### config.mk
export PLATFORM = sky130hd
export DESIGN_NAME = mybullet_app
export DESIGN_NICKNAME = d
export VERILOG_FILES = /design/src/rtl/mytank_pkg.sv /design/src/rtl/mybullet_app_step_tick_gen.sv /design/src/rtl/mybullet_app.sv
export SDC_FILE = /design/constraint.sdc
export NUM_CORES = 1
export LEC_CHECK = 0
export BUFFER_PORTS_ARGS = -buffer_cell sky130_fd_sc_hd__buf_4
export CAP_MARGIN = 20
export CORE_MARGIN = 2
export CORE_UTILIZATION = 50
export CTS_BUF_LIST = sky130_fd_sc_hd__clkbuf_4 sky130_fd_sc_hd__clkbuf_8 sky130_fd_sc_hd__clkbuf_16
export DETAILED_ROUTE_END_ITERATION = 6
export GPL_ROUTABILITY_DRIVEN = 0
export PLACE_DENSITY_LB_ADDON = 0.2
export SETUP_SLACK_MARGIN = 0.2
export SLEW_MARGIN = 10
export SYNTH_ARGS = -nofsm -noshare
export SYNTH_HDL_FRONTEND = slang
export SYNTH_HIERARCHICAL = 1
export SYNTH_SLANG_ARGS = --single-unit
### constraint.sdc
create_clock -name clk -period 2.45 [get_ports clk]
set_input_delay 0.735 -clock clk [delete_from_list [all_inputs] [get_ports clk]]
set_output_delay 0.735 -clock clk [all_outputs]
set_load 0.005 [all_outputs]
### src/rtl/mytank_pkg.sv
// Shared constants for the tank game blocks: grid limits, direction codes,
// the off-grid park value and the bullet controller state encoding.
package mytank_pkg;

  localparam logic [1:0] DIR_UP    = 2'b00;
  localparam logic [1:0] DIR_DOWN  = 2'b01;
  localparam logic [1:0] DIR_LEFT  = 2'b10;
  localparam logic [1:0] DIR_RIGHT = 2'b11;

  localparam logic [4:0] X_MAX = 5'd15;
  localparam logic [4:0] Y_MAX = 5'd19;
  localparam logic [4:0] PARK  = 5'd31;

  typedef enum logic [1:0] {
    ST_IDLE = 2'd0,
    ST_FLY  = 2'd1,
    ST_DONE = 2'd2
  } bul_state_e;

endpackage

### src/rtl/mybullet_app_step_tick_gen.sv
// Free-running step strobe: tick is high for one cycle every STEP_CYCLES
// clocks; clr restarts the period so a fresh bullet gets a full first step.
module step_tick_gen #(
  parameter int unsigned STEP_CYCLES = 12_500_000
) (
  input  logic clk,
  input  logic rst_n,
  input  logic clr,
  output logic tick
);

  localparam int unsigned CW = (STEP_CYCLES > 2) ? $clog2(STEP_CYCLES) : 1;
  localparam logic [CW-1:0] LAST = CW'(STEP_CYCLES - 1);

  logic [CW-1:0] count;

  assign tick = (count == LAST);

  // NOTE: sequential state uses non-blocking assignments so every register
  // samples pre-edge values regardless of process evaluation order.
  always_ff @(posedge clk or negedge rst_n) begin
    if (!rst_n)
      count <= '0;
    else if (clr || tick)
      count <= '0;
    else
      count <= count + 1'b1;
  end

endmodule

### src/rtl/mybullet_app.sv
// Player bullet flight controller: launches on a fire edge, steps the bullet
// across the grid and ends the flight on a wall or an enemy collision.
module mybullet_app
  import mytank_pkg::*;
#(
  parameter int unsigned STEP_CYCLES = 12_500_000
) (
  input  logic        clk,
  input  logic        rst_n,
  input  logic        tank_en,
  input  logic        bul_sht,
  input  logic [1:0]  tank_dir,
  input  logic [4:0]  tank_x,
  input  logic [4:0]  tank_y,
  input  logic [19:0] enm_x,
  input  logic [19:0] enm_y,
  input  logic [3:0]  enm_alive,
  output logic        mybul_state_feedback,
  output logic [4:0]  mybul_x,
  output logic [4:0]  mybul_y,
  output logic [3:0]  enm_hit
);

  bul_state_e state, state_n;
  logic [1:0] dir_q, dir_n;
  logic       bul_sht_d;
  logic       fire, tick;
  logic [3:0] hit_vec, hit_n;
  logic [4:0] nx, ny, x_n, y_n;
  logic       oob, fb_n;

  assign fire = (state == ST_IDLE) && bul_sht && !bul_sht_d && tank_en;

  step_tick_gen #(.STEP_CYCLES(STEP_CYCLES)) u_tick (
    .clk  (clk),
    .rst_n(rst_n),
    .clr  (fire),
    .tick (tick)
  );

  // Descending scan so the lowest matching enemy index wins.
  always_comb begin
    hit_vec = '0;
    for (int i = 3; i >= 0; i--) begin
      if (enm_alive[i] && enm_x[5*i +: 5] == mybul_x && enm_y[5*i +: 5] == mybul_y) begin
        hit_vec    = '0;
        hit_vec[i] = 1'b1;
      end
    end
  end

  // Edge checks happen before the add/subtract so wrapped values never escape.
  always_comb begin
    nx  = mybul_x;
    ny  = mybul_y;
    oob = 1'b0;
    case (dir_q)
      DIR_UP:    if (mybul_y >= Y_MAX) oob = 1'b1; else ny = mybul_y + 5'd1;
      DIR_DOWN:  if (mybul_y == 5'd0)  oob = 1'b1; else ny = mybul_y - 5'd1;
      DIR_LEFT:  if (mybul_x >= X_MAX) oob = 1'b1; else nx = mybul_x + 5'd1;
      default:   if (mybul_x == 5'd0)  oob = 1'b1; else nx = mybul_x - 5'd1;
    endcase
    if (nx > X_MAX || ny > Y_MAX)
      oob = 1'b1;
  end

  // NOTE: every signal driven here gets a default first, so no path through
  // the case statement can leave one unassigned and infer a latch.
  always_comb begin
    state_n = state;
    dir_n   = dir_q;
    x_n     = mybul_x;
    y_n     = mybul_y;
    fb_n    = mybul_state_feedback;
    hit_n   = '0;
    case (state)
      ST_IDLE: begin
        if (fire) begin
          state_n = ST_FLY;
          dir_n   = tank_dir;
          x_n     = tank_x;
          y_n     = tank_y;
          fb_n    = 1'b1;
        end
      end
      ST_FLY: begin
        if (|hit_vec) begin
          hit_n   = hit_vec;
          state_n = ST_DONE;
        end else if (tick) begin
          if (oob) begin
            state_n = ST_DONE;
          end else begin
            x_n = nx;
            y_n = ny;
          end
        end
      end
      default: begin
        state_n = ST_IDLE;
        x_n     = PARK;
        y_n     = PARK;
        fb_n    = 1'b0;
      end
    endcase
  end

  always_ff @(posedge clk or negedge rst_n) begin
    if (!rst_n) begin
      state                <= ST_IDLE;
      dir_q                <= DIR_UP;
      bul_sht_d            <= 1'b0;
      mybul_x              <= PARK;
      mybul_y              <= PARK;
      mybul_state_feedback <= 1'b0;
      enm_hit              <= '0;
    end else begin
      state                <= state_n;
      dir_q                <= dir_n;
      bul_sht_d            <= bul_sht;
      mybul_x              <= x_n;
      mybul_y              <= y_n;
      mybul_state_feedback <= fb_n;
      enm_hit              <= hit_n;
    end
  end

endmodule
# Yosys cells after proc, flatten, opt, wreduce, memory -nomap -nowiden
# Index checks and enable logic that the tools add are counted.
op_classes:
  eq_ne: 18
  order_cmp: 4
  reduce_logical: 24
  muxes: 36
  addsub: 5
  bitwise: 1
ops:
  columns: ["cell", "count"]
  rows:
  - ["5-bit two-way mux", 12]
  - ["5-bit == test", 8]
  - ["5-bit one-hot mux with 2 select lines", 4]
  - ["24-bit by 1-bit adder with 24-bit output (second input constant)", 1]
  - ["24-bit == test (second input constant)", 1]
  - ["24-bit two-way mux", 1]
  - ["4-bit two-way mux", 6]
  - ["1-bit logical AND", 11]
  - ["5-bit by 1-bit adder with 5-bit output (second input constant)", 2]
  - ["5-bit zero test", 2]
  - ["5-bit by 1-bit subtractor with 5-bit output (second input constant)", 2]
  - ["2-bit two-way mux", 4]
  - ["1-bit two-way mux", 6]
  - ["5-bit by 4-bit greater-or-equal comparator with 1-bit output (second input constant)", 1]
  - ["5-bit greater-or-equal comparator (second input constant)", 1]
  - ["5-bit by 4-bit greater-than comparator with 1-bit output (second input constant)", 1]
  - ["5-bit greater-than comparator (second input constant)", 1]
  - ["2-bit by 1-bit == test with 1-bit output (second input constant)", 2]
  - ["2-bit zero test", 2]
  - ["2-bit by 1-bit inequality test with 1-bit output (second input constant)", 2]
  - ["2-bit inequality test (second input constant)", 2]
  - ["2-bit one-hot mux with 2 select lines", 1]
  - ["2-bit AND reduction", 2]
  - ["4-bit AND reduction", 1]
  - ["11 further kinds", 12]
word_totals:
  register_bits: 44
  inputBits: 60
  word_cells: 96
  output_inout_bits: 15

# Depth between registers and ports, before layout
logic_depth:
  depth_word: 10
  depth_mapped: 11
  mapped_depth_nobuf: 9

# By module
# Netlist, hierarchy kept.
modules_own_cells:
  columns: ["module", "cells_per_inst", "seq_area_each_um2", "area_each_um2", "instances"]
  rows:
  - ["mybullet_app", 256, 513.0, 2043.2, 1]
  - ["step_tick_gen", 137, 600.6, 1308.8, 1]

# Least setup slack after synthesis
# OpenSTA, ideal clock, no wires.
synth_timing:
  path_type: "register to register"
  startpoint: "register mybul_y[0]"
  endpoint: "register mybul_y[1]"
  n_path_buf: 2
  path_slack_ns: -0.130
  arrival_time_ns: 2.497
  setup_ns: 0.083
  period_less_slack_ns: 2.580
  t_required_ns: 2.367
  stages_incl_launch_ff: 12
  path_cell_list: "dfstp_2 buf_2 inv_1 ha_1 nor4b_1 nand2b_1 o21ai_0 a21boi_2 and4b_4 or2_0 buf_2 a221o_1"
synth_between:
  elab_chain_cells: 9
  elab_cells_between_ends: 33
  classes_between: "add/sub: 2; order compare: 2; eq/ne: 6; mux: 15; reduce/logical: 8"
synth_lines:
  columns: ["item", "line", "rtl"]
  rows:
  - ["start: declaration", "mybullet_app.sv:20", "output logic [4:0] mybul_y,"]
  - ["start signal: assignment", "mybullet_app.sv:122", "mybul_y <= y_n;"]
  - ["branches (longest 9 deep; another with 5-bit by 1-bit subtractor with 5-bit output)", null, null]
# Several ways; the timed one is not identified. The select of a mux whose other input is x is not followed.
# A chain may end at the register's enable or synchronous reset.

# Worst setup path in the final report
# Same ends and word-level chain as after synthesis.

==> out/qor.yml <==
grt_max_degree: 45
cp.arrival_ns: 2.65
finalCritPeriodShare_pct: 98.39
num_vias: 3511
rows: 29
synth_top_area_share_pct: 25.38
synthArstFlopShare_pct: 100.0
routedWlPerCell_um: 17.78
io_buffers: 74
cellLeakagePower_nw: 1.991
cts-root-buf: "clkbuf_8"
fp.coreArea_sq_um: 6422
synthMuxAreaShare_pct: 3.397
synthSimpleGateAreaFrac_pct: 27.44
cts_sinks: 44
max_freq_mhz: 414.8
drv_slew: 0
hold_viol: 0
synth-main-ff-cell: "dfrtp_1"
antenna_found_initial: 0
ys_seq_area_share_pct: 33.22
synth_edf_count: 0
avgSynthCellArea_sq_um: 8.529
clock_latency_ns: 0.30
yosys.area_share.adder_pct: 2.240
finalPower_mw: 4.445
gr-total-overflow: 0
grt_pass1_vias: 3329
crit_required_ns: 2.69
worst_pin_slew_ns: 0.7159
ys_ff_latch: 44
worst_ir_drop_vdd_mv: 1.025
crit_path_start_kind: "flop"
violations: "DRC"
ys_top_cells_by_count: "xnor2_1 (49), nor2_1 (45), dfrtp_1 (34)"
cts_tree: "done"
ctsHoldBuffers: 0
first_pass_iters: 6
fin_crit_ns: 2.411
pin_count: 75
drc: 6
crit_fanout: 7
die_w_um: 85.88
max-cap-violations: 0
ys_types: 61
synth_nets: 459
synthXorXnorAreaFrac_pct: 14.11
rsz0062_at_grt: "true"
start_util_pct: 52.19
clkTransAtPathRegs_ns: 0.10
synth-compound-area-share_pct: 13.85
crit_path_cell_trace: "inv_4, ha_4, buf_4, nor2b_2, a211oi_2, a2bb2oi_2, a21boi_2, and4b_4, or2_4, a221o_1"
yosysMostFrequentCell: "xnor2_1"
area_delta_synth_final_pct: 37.81
setup_viol: 0
timing.rr.start: "mybul_y[0]"
drive_gt1_share_pct: 37.40
p_per_area_nw_per_um2: 962.2
hold_class: "input port to async pin"
fin_cells: 585
worstSetupEndpointType: "flop"
diodes: 0
globalRouteTotalUtil_pct: 27.06
die_area_sq_um: 7375
yosysTopAreaCell: "dfrtp_1"
totalWireLength_um: 10400
final_util_pct: 71.93
vias_per_cell: 6.002
cts_buffer_depth: 2
synth_area_sq_um: 3352
dp.cells: 559
synth_top_family_by_area: "simple AND/OR/NAND/NOR gates"
crit_type: "flop to flop"
drtIter0Drc: 231
reg2reg_slack_ns: 0.04
slew_headroom_pct: 51.83
grt_pass1_wl_um: 15950
status: "finished, violations left"
ys_warn_count: 6
skew_ns: 0.01211
slowest_stage: "dfstp_2"
cts_buffers: 5
cts-htree-levels: 2
dpl.hpwl_um: 7072
synthTopCellsByArea: "dfrtp_1 (25%), xnor2_1 (13%), dfstp_2 (7.8%)"
cpPeakStageDelay_ns: 0.63
synth_cells: 393
drtAntennaViolNets: 0
nets: 573
die_y_um: 85.88
crit_start: "mybul_y[0]"
==> area by class of cell <==
class | count | area, sq um
Clock buffer | 5 | 68.82
Clock inverter | 3 | 13.76
Fill cell | 485 | 1803
Inverter | 20 | 80.08
Multi-Input combinational cell | 306 | 2222
Sequential cell | 44 | 1117
Tap cell | 77 | 96.34
Timing Repair Buffer | 130 | 1021
==> kinds of logic after synthesis <==
family | count (synthesis)
simple gates | 163
compound gates | 72
xor+xnor | 54
flops | 44
buf+inv | 43
mux | 11
fa+ha+maj | 6
==> routing by layer <==
metal  wire [um]  part of all wire [%]  vias to the layer above  track usage (%)
li1            -                     -                     1644                -
met1        4546                    44                     1689            38.16
met2        4962                    48                      161            42.71
met3         721                   6.9                       17            4.909
met4         171                   1.6                        0            7.504
met5           0                     0                        -                0
==> power breakdown <==
group          switching (mW)  total, mW  internal, mW
sequential              0.353       1.30         0.947
combinational            1.30       2.68          1.38
clock                   0.270      0.465         0.195
total                    1.92       4.44          2.53
==> flip-flops by register name (all words and copies together) (netlist names) <==
register              count
u_tick/count             24
mybul_x                   5
mybul_y                   5
enm_hit                   4
dir_q                     2
state                     2
bul_sht_d                 1
mybul_state_feedback      1
==> worst max-delay path: cells and delay by family, from the launching register on <==
| family | cells | cell delay [ns] |
|---|---|---|
| buf+inv | 2 | 0.20 |
| fa+ha+maj | 1 | 0.16 |
| simple gates | 3 | 0.63 |
| compound gates | 4 | 0.73 |
| flops | 1 | 0.63 |
==> stage by stage <==
stage                     hold slack [ns]  cell area, sq um  setup slack [ns]    TNS (ns)
after floorplan                    0.4394              3401           0.08509           0
after global placement             0.4840              4250          -0.07492     -0.1525
after CTS                          0.4518              4547           0.09662           0
after detailed placement           0.4965              4250           -0.1455     -0.5311
after global routing               0.4729              4619        -0.0008200  -0.0008200
final                              0.4264              4619           0.03933           0
==> final timing paths <==
kind	end	cells after the start
max	mybul_y[1]	10
min	u_tick/count[20]	1
max reg2reg	mybul_y[1]	10
min reg2reg	mybul_state_feedback	2
max in group asynchronous	bul_sht_d	1
min in group clk	mybul_state_feedback	2
==> cell usage in the layout, fill, tap and decap left out, types with 3 or more instances in the layout <==
master,count
buf_4,125
xnor2_1,47
nor2_1,45
dfrtp_1,34
nand4_1,27
inv_1,18
nand2_1,17
a21oi_1,16
o21ai_0,16
nand3_1,14
nor3_1,9
dfstp_2,9
mux2i_1,7
o31ai_1,6
or4_1,6
clkbuf_8,5
xor2_1,5
or3_1,4
a211oi_2,4
or2_2,4
nor4_1,4
nand2b_1,3
o22ai_1,3
mux2_2,3
ha_1,3
buf_12,3
==> repair_timing <==
action	in CTS	in global routing
endpoints found under the setup margin	12	12
buffers inserted	15	3
pin swaps	8	6
resized for setup	25	10
Power figures use the tool's default switching activity.
